===== config.mk =====
export PLATFORM = sky130hd
export DESIGN_NAME = down_counter_sched
export DESIGN_NICKNAME = d
export VERILOG_FILES = /design/src/rtl/down_counter_sched_pkg.sv /design/src/rtl/rr_arbiter.sv /design/src/rtl/down_counter_sched.sv
export SDC_FILE = /design/constraint.sdc
export NUM_CORES = 1
export LEC_CHECK = 0
export CAP_MARGIN = 5
export CORE_AREA = 5 5 54 56
export CTS_CLUSTER_SIZE = 20
export DETAILED_ROUTE_END_ITERATION = 6
export DIE_AREA = 0 0 59 61
export DONT_BUFFER_PORTS = 1
export PLACE_DENSITY = 0.9
export SYNTH_ARGS = -nofsm -noshare
export SYNTH_HDL_FRONTEND = slang
export SYNTH_HIERARCHICAL = 1
export SYNTH_SLANG_ARGS = --single-unit

===== constraint.sdc =====
create_clock -name clk -period 2.8 [get_ports clk]
set_clock_uncertainty 0.15 [all_clocks]
set_input_delay 0.28 -clock clk [delete_from_list [all_inputs] [get_ports clk]]
set_output_delay 0.28 -clock clk [all_outputs]
set_load 0.1 [all_outputs]

===== src/rtl/down_counter_sched_pkg.sv =====
// Shared definitions for the round-robin down-counter scheduler.
//   state_t   : FSM state encoding (IDLE, LOAD, COUNT, DONE)
//   NREQ_DEF  : default number of requesters
//   N_DEF     : default counter width
//   MAX_NREQ  : largest supported requester count
//   IDX_W     : index width able to address MAX_NREQ requesters
//   onehot()  : index to one-hot vector of MAX_NREQ bits
package down_counter_sched_pkg;

    typedef enum logic [1:0] {
        IDLE  = 2'd0,
        LOAD  = 2'd1,
        COUNT = 2'd2,
        DONE  = 2'd3
    } state_t;

    localparam int NREQ_DEF = 4;
    localparam int N_DEF    = 8;
    localparam int MAX_NREQ = 8;
    localparam int IDX_W    = 3;

    // Callers size-cast the result down to their own requester count.
    function automatic logic [MAX_NREQ-1:0] onehot(input logic [IDX_W-1:0] idx);
        logic [MAX_NREQ-1:0] v;
        v      = '0;
        v[idx] = 1'b1;
        return v;
    endfunction

endpackage


===== src/rtl/rr_arbiter.sv =====
// Combinational round-robin pick.
//   req   in  NREQ  request vector
//   ptr   in  SW    highest-priority index for this pick
//   valid out 1     at least one request is set
//   idx   out SW    first set request at or after ptr, wrapping past NREQ-1
module rr_arbiter #(
    parameter int NREQ = 4,
    parameter int SW   = (NREQ > 1) ? $clog2(NREQ) : 1
) (
    input  logic [NREQ-1:0] req,
    input  logic [SW-1:0]   ptr,
    output logic            valid,
    output logic [SW-1:0]   idx
);

    int          cand;
    logic [SW-1:0] cand_idx;

    // Scan offsets from the farthest to the nearest so the candidate closest
    // to ptr is the one left standing.
    always_comb begin
        valid    = 1'b0;
        idx      = '0;
        cand     = 0;
        cand_idx = '0;
        for (int i = NREQ - 1; i >= 0; i--) begin
            cand = int'(ptr) + i;
            if (cand >= NREQ) begin
                cand = cand - NREQ;
            end
            cand_idx = SW'(cand);
            if (req[cand_idx]) begin
                valid = 1'b1;
                idx   = cand_idx;
            end
        end
    end

endmodule


===== src/rtl/down_counter_sched.sv =====
// Round-robin scheduler sharing one N-bit down counter among NREQ requesters.
//   clk       in  1       clock, rising edge
//   rst       in  1       synchronous active-high reset
//   req       in  NREQ    level requests, looked at only while idle
//   req_len   in  NREQ*N  packed delays, requester k at [k*N +: N]
//   abort     in  1       cancels the service in progress (LOAD/COUNT only)
//   grant     out NREQ    one-hot owner of the counter, zero when idle
//   busy      out 1       scheduler is not idle
//   count_out out N       shared counter value
//   done      out NREQ    one-cycle pulse for the requester just served
module down_counter_sched
    import down_counter_sched_pkg::*;
#(
    parameter int NREQ = NREQ_DEF,
    parameter int N    = N_DEF
) (
    input  logic            clk,
    input  logic            rst,
    input  logic [NREQ-1:0] req,
    input  logic [NREQ*N-1:0] req_len,
    input  logic            abort,
    output logic [NREQ-1:0] grant,
    output logic            busy,
    output logic [N-1:0]    count_out,
    output logic [NREQ-1:0] done
);

    localparam int SW = (NREQ > 1) ? $clog2(NREQ) : 1;

    state_t          state, nxt_state;
    logic [SW-1:0]   sel, nxt_sel;
    logic [SW-1:0]   ptr, nxt_ptr;
    logic [NREQ-1:0] nxt_grant, nxt_done;
    logic            nxt_busy;
    logic [N-1:0]    nxt_count;
    logic [N-1:0]    len_sel;

    logic            arb_valid;
    logic [SW-1:0]   arb_idx;

    // Priority rotates to the requester after the one just served.
    function automatic logic [SW-1:0] next_idx(input logic [SW-1:0] i);
        if (i == SW'(NREQ - 1)) begin
            return '0;
        end
        return i + 1'b1;
    endfunction

    rr_arbiter #(
        .NREQ (NREQ),
        .SW   (SW)
    ) u_arb (
        .req   (req),
        .ptr   (ptr),
        .valid (arb_valid),
        .idx   (arb_idx)
    );

    assign len_sel = req_len[int'(sel)*N +: N];

    always_ff @(posedge clk) begin
        if (rst) begin
            state     <= IDLE;
            sel       <= '0;
            ptr       <= '0;
            grant     <= '0;
            done      <= '0;
            busy      <= 1'b0;
            count_out <= '0;
        end else begin
            state     <= nxt_state;
            sel       <= nxt_sel;
            ptr       <= nxt_ptr;
            grant     <= nxt_grant;
            done      <= nxt_done;
            busy      <= nxt_busy;
            count_out <= nxt_count;
        end
    end

    always_comb begin
        nxt_state = state;
        nxt_sel   = sel;
        nxt_ptr   = ptr;
        nxt_grant = grant;
        nxt_done  = '0;
        nxt_busy  = busy;
        nxt_count = count_out;

        case (state)
            IDLE: begin
                if (arb_valid) begin
                    nxt_state = LOAD;
                    nxt_sel   = arb_idx;
                    nxt_grant = NREQ'(onehot(IDX_W'(arb_idx)));
                    nxt_busy  = 1'b1;
                end
            end

            LOAD: begin
                if (abort) begin
                    nxt_state = IDLE;
                    nxt_grant = '0;
                    nxt_count = '0;
                    nxt_busy  = 1'b0;
                    nxt_ptr   = next_idx(sel);
                end else begin
                    nxt_count = len_sel;
                    nxt_state = COUNT;
                end
            end

            COUNT: begin
                // abort takes precedence over reaching zero: no done pulse.
                if (abort) begin
                    nxt_state = IDLE;
                    nxt_grant = '0;
                    nxt_count = '0;
                    nxt_busy  = 1'b0;
                    nxt_ptr   = next_idx(sel);
                end else if (count_out == '0) begin
                    nxt_state = DONE;
                    nxt_done  = NREQ'(onehot(IDX_W'(sel)));
                end else begin
                    nxt_count = count_out - 1'b1;
                end
            end

            DONE: begin
                nxt_state = IDLE;
                nxt_grant = '0;
                nxt_busy  = 1'b0;
                nxt_ptr   = next_idx(sel);
            end

            default: begin
                nxt_state = IDLE;
                nxt_grant = '0;
                nxt_busy  = 1'b0;
                nxt_count = '0;
            end
        endcase
    end

endmodule


Word-level counts from Yosys, hierarchy flattened
Cells that the tools add are included.
- add/sub/neg operators: 9
- multipliers: 0
- div/mod/pow operators: 0
- $lt $le $gt $ge: 12
- eq/ne operators: 10
- shift-type cells: 1
- mux-type cells: 51
- bitwise logic cells: 2
- reduce and logical (&&, ||, !) cells: 13
- operators with widths (kind ; number):
    $mux 2 ; 18
    $shiftx 32x6->8 ; 1
    $mux 8 ; 3
    $mux 1 ; 17
    $pmux 8 s2 ; 1
    $lt 2x3->1 const B ; 4
    $pmux 4 s3 ; 1
    $ge 3x3->1 const B ; 3
    $bmux 1 s2 ; 4
    $logic_not 8->1 ; 1
    $lt 2x4->1 const B ; 2
    $mux 4 ; 2
    $pmux 2 s4 ; 1
    $reduce_and 2->1 ; 4
    $sub 2x1->2 const B ; 4
    $sub 8x1->8 const B ; 1
    $add 2x2->3 const B ; 2
    $eq 2x2->1 const B ; 3
    $ne 2x2->1 const B ; 3
    $ne 3x3->1 const B ; 2
    $pmux 2 s3 ; 1
    $demux 1 s2 ; 2
    $ge 2x1->1 const B ; 2
    $reduce_or 4->1 ; 1
    13 further kinds ; 15
- flip-flop bits (word level): 23
- latch bits: 0
- RAM bits: 0
- memory bits (read-only): 0
- input bits: 39
- logic and storage cells: 105
- memories kept: 0

Longest topological paths before layout
Gate-level depths: netlist of run 1.
- word-level depth: 15
- mapped depth: 7
- gate-level depth less buffers: 6

Hierarchy
The synthesis of run 1 kept the hierarchy.
- by module, submodules not included (module ; instances ; cells each ; area each (um^2) ; sequential area each (um^2)):
    down_counter_sched ; 1 ; 156 ; 1455.1 ; 460.4
    rr_arbiter ; 1 ; 13 ; 77.6 ; 0.0

Worst setup path after synthesis of run 1
No wires, ideal clock.
- kind: register -> register
- start: register count_out[0]
- end: register count_out[5]
- setup time: 0.118 ns
- arrival time: 2.154 ns
- data required time: 2.532 ns
- path slack: 0.378 ns
- cell stages (with the launch flop): 7
- path buffers: 0
- period minus slack after synthesis: 2.422 ns
- path through: dfxtp_1 inv_1 ha_1 nor4b_2 nand2_1 nand4_1 a32o_1
- word-level cells in the longest chain between the ends: 4
- elaborated cells between the ends (all ways): 7
- ends and longest elaborated chain (item ; line ; text):
    start, declared ; down_counter_sched.sv:24 ; output logic [N-1:0] count_out,
    start signal, assigned ; down_counter_sched.sv:77 ; count_out <= nxt_count;
    $sub 8x1->8 ; down_counter_sched.sv:125 ; nxt_count = count_out - 1'b1;
    $mux 8 ; down_counter_sched.sv:121 ; end else if (count_out == '0) begin
    $mux 8 ; down_counter_sched.sv:115 ; if (abort) begin
    $pmux 8 s2 ; down_counter_sched.sv:90 ; case (state)
Parallel ways exist; a longest one is shown, timed or not. The select of a mux whose other input is x is not followed.
A chain may end at the register's enable or synchronous reset.

Worst setup path in the final report of run 1
- start: register state[0]
- end: register count_out[6]
- word-level cells in the longest chain between the ends: 3
- elaborated cells between the ends (all ways): 6
- ends and longest elaborated chain (item ; line ; text):
    start, declared ; down_counter_sched.sv:30 ; state_t state, nxt_state;
    start signal, assigned ; down_counter_sched.sv:71 ; state <= nxt_state;
    $eq 2x2->1 / $eq 2x1->1 (equally long branches) ; down_counter_sched.sv:90 ;
    $ne 3x3->1 (no source line) / $reduce_bool 2->1 (equally long branches) ; -- ;
    $reduce_and 2->1 (no source line) ; -- ;
Parallel ways exist; a longest one is shown, timed or not.

==> flow_metrics.env, run 1 <==
export IMPL_r2r_start="state[0]$_SDFFE_PP0P_"
export IMPL_worst_slew_pin_slew_ps=965
export IMPL_regArea_um2=460
export IMPL_rsz0062_at_grt="no"
export IMPL_yosys_warnings=6
export IMPL_synth_nets=218
export IMPL_core_um2=2390
export IMPL_crit_arrival_ps=2020
export IMPL_vias=1322
export IMPL_total_power_mw=0.842
export IMPL_antenna_left=0
export IMPL_synth_commonest_cells="23 x dfxtp_1, 14 x mux2i_1, 12 x nor2_1"
export IMPL_yosysUniqueCellTypes=44
export IMPL_dpl_cell_area_um2=1590
export IMPL_crit_required_ps=2870
export IMPL_synthArstFlopShare=0
export IMPL_rows=18
export IMPL_gp_congestion=0.872
export IMPL_antenna_cells=0
export IMPL_cts_buffer_depth=2
export IMPL_clock_latency_ps=310
export IMPL_synth_edff_count=0
export IMPL_syn_area_um2=1530
export IMPL_first_iter_violations=62
export IMPL_firstDrtPassIters=4
export IMPL_place_ws_ps=863
export IMPL_netlist_area_leader_share=0.300
export IMPL_wire_per_inst_um=17.5
export IMPL_clk_pin_slew_ps=140
export IMPL_setup_ws_ps=853
export IMPL_root_buffer="clkbuf_4"
export IMPL_startpoint_type="register"
export IMPL_timing_rr_end="count_out[6]$_SDFFE_PP0P_"
export IMPL_ys_ff_latch=23
export IMPL_hold_ws_ps=26.2
export IMPL_cap_violations=0
export IMPL_peakVddDrop_v=0.000371
export IMPL_grtUsageTotal=0.199
export IMPL_die_w_um=59
export IMPL_numCtsBuffers=3
export IMPL_areaGrowthSynthToFinish_pct=6.04
export IMPL_crit_type="register to register"
export IMPL_grt_pass1_wl_mm=5.51
export IMPL_path_max_fanout=15
export IMPL_synth_area_leader_cell="dfxtp_1"
export IMPL_cts_max_level=1
export IMPL_endpoint_kind="register"
export IMPL_relSlewSlack=0.356
export IMPL_io_pins=56
export IMPL_worstRegToRegCells=6
export IMPL_die_h_um=61
export IMPL_cts_resized=0
export IMPL_multi_input_area_um2=993
export IMPL_fmax_mhz=514
export IMPL_postCtsSetupRepairBufs=0
export IMPL_wl_mm=3.59
export IMPL_vias_per_cell=6.45
export IMPL_route_detailed_drc=0
export IMPL_antenna_found_initial=0
export IMPL_min_to="done[3]$_SDFF_PP0_"
export IMPL_portBuffers=0
export IMPL_overflow=0
export IMPL_finalCriticalPeriod_ps=1950
export IMPL_fin_tns_setup_ps=0
export IMPL_nNetsFinal=225
export IMPL_synth_most_common_cell="dfxtp_1"
export IMPL_outcome="complete, no violations"
export IMPL_die_area_um2=3600
export IMPL_hold_start="rst"
export IMPL_grt_pass1_vias=1272
export IMPL_finalHoldViolCount=0
export IMPL_hold_class="input pin to register"
export IMPL_rrSetupSlack_ps=850
export IMPL_p_per_area_nw_per_um2=518
export IMPL_ys_flop_type="dfxtp_1"
export IMPL_fillers=196
export IMPL_dpl_hpwl_mm=2.89
export IMPL_drv_slew=0
export IMPL_drive_above_1_share=0.143
export IMPL_setup_viol=0
export IMPL_netlist_instances=169
export IMPL_initial_core_util=0.642
export IMPL_fin_crit_sh=0.695
export IMPL_synth_area_leaders="dfxtp_1 30%, mux2i_1 9.1%, ha_1 8.2%"
export IMPL_syn_area_per_cell_um2=9.07
export IMPL_hold_depth=2
export IMPL_clock_sinks=23
export IMPL_yosysSeqAreaShare=0.300
export IMPL_leakage_nw=0.617
export IMPL_grt_max_degree=18
export IMPL_design_area_um2=1630
export IMPL_cts_tree="yes"
[state kept, by name, summed over array words and instances, names as in the netlist]
| name | flops |
|---|---|
| sel | 2 |
| ptr | 2 |
| grant | 4 |
| done | 4 |
| state | 2 |
| busy | 1 |
| count_out | 8 |
[per-layer routing]
layer  share of wire  routed length (um)  vias up  global-route usage
li1                -                   -      645                   -
met1            0.41                1470      610               0.242
met2            0.48                1720       61               0.330
met3           0.097                 349        6              0.0553
met4           0.013                  48        0              0.0874
met5               0                   0        -                   0
[report_power, final]
group          internal [mW]  switching (mW)  total (mW)
registers              0.347          0.0587       0.406
logic                  0.102           0.177       0.279
clock network         0.0556           0.102       0.158
total                  0.504           0.338       0.842
[logic make-up (layout without fill, tap and decap cells)]
| group | after synthesis | after routing | synth area share |
|---|---|---|---|
| adder cells (fa/ha/maj) | 10 | 10 | 0.0816 |
| buffers and inverters | 16 | 22 | 0.0514 |
| AND/OR/NAND/NOR | 61 | 61 | 0.233 |
| AO/OA/AOI/OAI | 39 | 39 | 0.192 |
| XOR/XNOR | 1 | 1 | 0.00572 |
| flip-flops | 23 | 23 | 0.300 |
| multiplexers | 19 | 19 | 0.136 |
[critical path, cell delays in order, from the launching register on]
cell and delay [ps]:
dfxtp_1 340, inv_1 110, ha_1 430, nand2b_1 290, o22ai_1 130, a41o_1 210
a32o_1 200
[cell type report]
cell class                 instances  area share
timing repair buffer              10      0.0477
multi-input combinational        130       0.611
sequential                        23       0.283
inverter                           8      0.0185
clock buffer                       4      0.0162
tap                               30      0.0231
[worst max-delay path by stage]
stage                                          from                        end  cells after the start
final                         state[0]$_SDFFE_PP0P_  count_out[6]$_SDFFE_PP0P_                      6
after global routing          state[0]$_SDFFE_PP0P_  count_out[6]$_SDFFE_PP0P_                      6
after CTS                     state[0]$_SDFFE_PP0P_  count_out[6]$_SDFFE_PP0P_                      6
after detailed placement      state[0]$_SDFFE_PP0P_  count_out[6]$_SDFFE_PP0P_                      6
after global placement        state[0]$_SDFFE_PP0P_  count_out[6]$_SDFFE_PP0P_                      6
after floorplan           count_out[0]$_SDFFE_PP0P_  count_out[5]$_SDFFE_PP0P_                      6
[metrics by stage]
stage / instances / utilization
after floorplan: 169 / -
final: 205 / 0.681
after detailed placement: 200 / 0.666
after global placement: 200 / 0.666
after CTS: 205 / 0.681
after global routing: 205 / 0.681
[timing repair]
| item | 4_1_cts | 5_1_grt |
|---|---|---|
| setup endpoints to repair | 0 | 0 |
| hold endpoints to repair | 9 | 0 |
| hold buffers | 1 | 0 |
[layout by cell type, fill, tap and decap left out, types with 2 or more instances in the layout]
cell type   n
nand4_1     3
a21oi_1    10
o221ai_1    3
nor3b_1     2
o21ai_1     2
o31ai_1     2
a21oi_2     2
buf_4       9
nand2_1    10
dfxtp_1    23
clkbuf_4    3
a32o_1      7
nor2b_1     3
ha_1       10
and2_1      4
nand3b_1    2
mux2_2      4
inv_1       8
mux2i_1    14
o22ai_1     3
nand4b_1    5
nand2b_1    7
nand3_1     6
nor2_1     12
No activity file was read; power rests on OpenSTA's default activity.
==> inputs of run 2 (changes only) <==
--- a/config.mk
+++ b/config.mk
@@ -5,13 +5,14 @@
 export SDC_FILE = /design/constraint.sdc
 export NUM_CORES = 1
 export LEC_CHECK = 0
+export ABC_AREA = 1
 export CAP_MARGIN = 5
-export CORE_AREA = 5 5 54 56
+export CORE_AREA = 5 5 62 64
 export CTS_CLUSTER_SIZE = 20
 export DETAILED_ROUTE_END_ITERATION = 6
-export DIE_AREA = 0 0 59 61
+export DIE_AREA = 0 0 67 69
 export DONT_BUFFER_PORTS = 1
-export PLACE_DENSITY = 0.9
+export PLACE_DENSITY = 0.83
 export SYNTH_ARGS = -nofsm -noshare
 export SYNTH_HDL_FRONTEND = slang
 export SYNTH_HIERARCHICAL = 1
==> constraint.sdc (replaced) <==
create_clock -name clk -period 1.7 [get_ports clk]
set_clock_uncertainty 0.15 [all_clocks]
set_input_delay 0.17 -clock clk [delete_from_list [all_inputs] [get_ports clk]]
set_output_delay 0.17 -clock clk [all_outputs]
set_load 0.1 [all_outputs]
==> flow_metrics.env, run 2 <==
export IMPL_synth_most_common_cell="nand2_1"
export IMPL_netlist_area_leader_share=0.260
export IMPL_startpoint_type="register"
export IMPL_synthArstFlopShare=0
export IMPL_crit_family="simple AND/OR/NAND/NOR gates"
export IMPL_hold_ws_ps=7.57
export IMPL_antenna_found_initial=0
export IMPL_outcome="complete, no violations"
export IMPL_r2r_start="ptr[0]$_SDFFE_PP0P_"
export IMPL_synth_nets=342
export IMPL_gp_congestion=0.880
export IMPL_clock_latency_ps=330
export IMPL_setup_viol=0
export IMPL_crit_chain="buf_2 -> o21ai_2 -> nor2_1 -> nor2_1 -> nand3_1 -> nand2_1 -> inv_1 -> nand3_1 -> a21oi_2"
export IMPL_fmax_mhz=598
export IMPL_finalHoldViolCount=0
export IMPL_firstDrtPassIters=4
export IMPL_crit_slowest_cell="dfxtp_2"
export IMPL_portBuffers=0
export IMPL_ys_ff_latch=23
export IMPL_vias_per_cell=5.23
export IMPL_path_max_fanout=5
export IMPL_peakVddDrop_v=0.00113
export IMPL_synth_commonest_cells="97 x nand2_1, 43 x nand3_1, 36 x nor2_1, 30 x inv_1, 23 x dfxtp_1"
export IMPL_nNetsFinal=369
export IMPL_yosysSeqAreaShare=0.260
export IMPL_netlist_instances=293
export IMPL_initial_core_util=0.547
export IMPL_first_iter_violations=97
export IMPL_timing_rr_end="grant[0]$_SDFFE_PP0P_"
export IMPL_pwr_share_clk=0.078
export IMPL_final_cell_mix="95 x nand2_1, 42 x nand3_1, 36 x nor2_1"
export IMPL_crit_arrival_ps=1750
export IMPL_hold_start="abort"
export IMPL_cts_max_level=1
export IMPL_synth_edff_count=0
export IMPL_synth_area_leaders="dfxtp_1 26%, nand2_1 21%, nand3_1 12%"
export IMPL_grt_pass1_wl_mm=7.38
export IMPL_die_area_um2=4620
export IMPL_die_h_um=69
export IMPL_p_sw_mw=2.02
export IMPL_crit_type="register to register"
export IMPL_overflow=0
export IMPL_hold_class="input pin to register"
export IMPL_syn_area_per_cell_um2=6.03
export IMPL_fin_crit_sh=0.984
export IMPL_worst_slew_pin_slew_ps=429
export IMPL_antenna_cells=0
export IMPL_p_per_area_nw_per_um2=1680
export IMPL_wire_per_inst_um=12.8
export IMPL_endpoint_kind="register"
export IMPL_grtUsageTotal=0.196
export IMPL_startpoint="ptr[0]$_SDFFE_PP0P_"
export IMPL_design_area_um2=2090
export IMPL_wl_mm=4.68
export IMPL_cap_violations=0
export IMPL_core_um2=3230
export IMPL_route_detailed_drc=0
export IMPL_p_int_mw=1.50
export IMPL_vias=1909
export IMPL_fillers=289
export IMPL_yosysUniqueCellTypes=25
export IMPL_synth_area_leader_cell="dfxtp_1"
export IMPL_leakage_nw=1.07
export IMPL_relSlewSlack=0.714
export IMPL_critPathBufInv=2
export IMPL_cts_tree="yes"
export IMPL_io_pins=56
export IMPL_p_sw_frac=0.574
export IMPL_root_buffer="clkbuf_4"
export IMPL_final_common_cell="nand2_1"
export IMPL_clock_sinks=23
export IMPL_rsz0062_at_grt="yes"
export IMPL_largest_register_ffs=8
export IMPL_dpl_cell_area_um2=1970
export IMPL_areaGrowthSynthToFinish_pct=18.4
export IMPL_drv_slew=0
export IMPL_numCtsBuffers=3
export IMPL_slowest_delay_ps=360
export IMPL_regMostFlops="count_out"
export IMPL_pwr_share_comb=0.689
export IMPL_grt_max_degree=21
export IMPL_grt_pass1_vias=1737
export IMPL_die_w_um=67
export IMPL_rows=21
export IMPL_dpl_hpwl_mm=3.46
export IMPL_drive_above_1_share=0.238
export IMPL_worstRegToRegCells=9
export IMPL_crit_required_ps=1780
export IMPL_top_regs="count_out x8, done x4, grant x4"
export IMPL_fin_tns_setup_ps=0
export IMPL_antenna_left=0
export IMPL_cts_buffer_depth=2
export IMPL_min_to="state[1]$_SDFFE_PP0P_"
export IMPL_p_seq_frac=0.232
export IMPL_yosys_warnings=6
export IMPL_ys_flop_type="dfxtp_1"
export IMPL_syn_area_um2=1770
export IMPL_hold_depth=5
export IMPL_clk_pin_slew_ps=140
export IMPL_rrSetupSlack_ps=30
export IMPL_finalCriticalPeriod_ps=1670
-- run 2: cell count changes after synthesis, moves of 5 or more --
cell and change:
mux2i_1 -14, nand2_2 +5, nand3_1 +37, nand2b_1 -7, nand4b_1 -5, a32o_1 -7
inv_1 +22, o21ai_0 +8, nand2_1 +87, nor2_1 +24
-- run 2: cells by family after synthesis --
| group | after synthesis | synth area share |
|---|---|---|
| compound gates | 26 | 0.0771 |
| simple gates | 191 | 0.482 |
| flops | 23 | 0.260 |
| buf+inv | 43 | 0.110 |
| fa+ha+maj | 10 | 0.0708 |
-- run 2: worst max-delay path by stage --
stage / endpoint / depth (start not counted)
after floorplan: count_out[3]$_SDFFE_PP0P_ / 9
after global placement: grant[1]$_SDFFE_PP0P_ / 9
after detailed placement: grant[0]$_SDFFE_PP0P_ / 10
after CTS: grant[0]$_SDFFE_PP0P_ / 11
after global routing: grant[0]$_SDFFE_PP0P_ / 12
final: grant[0]$_SDFFE_PP0P_ / 9
-- run 2: final cells by class --
type                    instances  area, um2  share of cell area
well taps                      46       57.6              0.0275
repair buffers                 29        236               0.113
multi-input cells             227       1150               0.551
flip-flops and latches         23        478               0.228
clock buffers                   3       22.5              0.0108
inverters                      36        139              0.0663
clock inverters                 1       6.26             0.00299
-- run 2: what timing repair did --
action / 4_1_cts / 5_1_grt
pin swaps: 0 / 5
endpoints found under the hold margin: 11 / 0
endpoints found under the setup margin: 2 / 13
setup buffers: 0 / 3
gates cloned: 0 / 1
hold buffers: 2 / 0
resized for setup: 1 / 15
-- run 2: worst reg2reg max path, cell delays in order (launching register included) --
cell,delay [ps]
dfxtp_2,360
buf_2,160
o21ai_2,160
nor2_1,80
nor2_1,150
nand3_1,110
nand2_1,160
inv_1,80
nand3_1,100
a21oi_2,50
-- run 2: metal layers --
layer | part of all wire | vias to the layer above | track usage
met4 | 0.017 | 0 | 0.0541
li1 | - | 967 | -
met2 | 0.46 | 83 | 0.323
met1 | 0.43 | 851 | 0.255
met5 | 0 | - | 0
met3 | 0.091 | 8 | 0.0406
-- run 2: power by group through the flow --
stage	registers, mW	logic [mW]	clock network [mW]
finish	0.819	2.43	0.277
global route	0.840	2.67	0.304
CTS	0.809	2.31	0.281
detailed placement	0.821	2.28	0
global placement	0.817	2.23	0
floorplan	1.40	1.28	0
-- run 2: metrics by stage --
step                      worst slack [ps]   util  power (mW)  instances
after floorplan                       8.79      -        2.68        293
after global placement                69.2  0.610        3.05        355
after detailed placement              11.1  0.610        3.10        355
after CTS                             4.84  0.626        3.40        361
after global routing                 -72.6  0.648        3.81        365
final                                 26.7  0.648        3.53        365
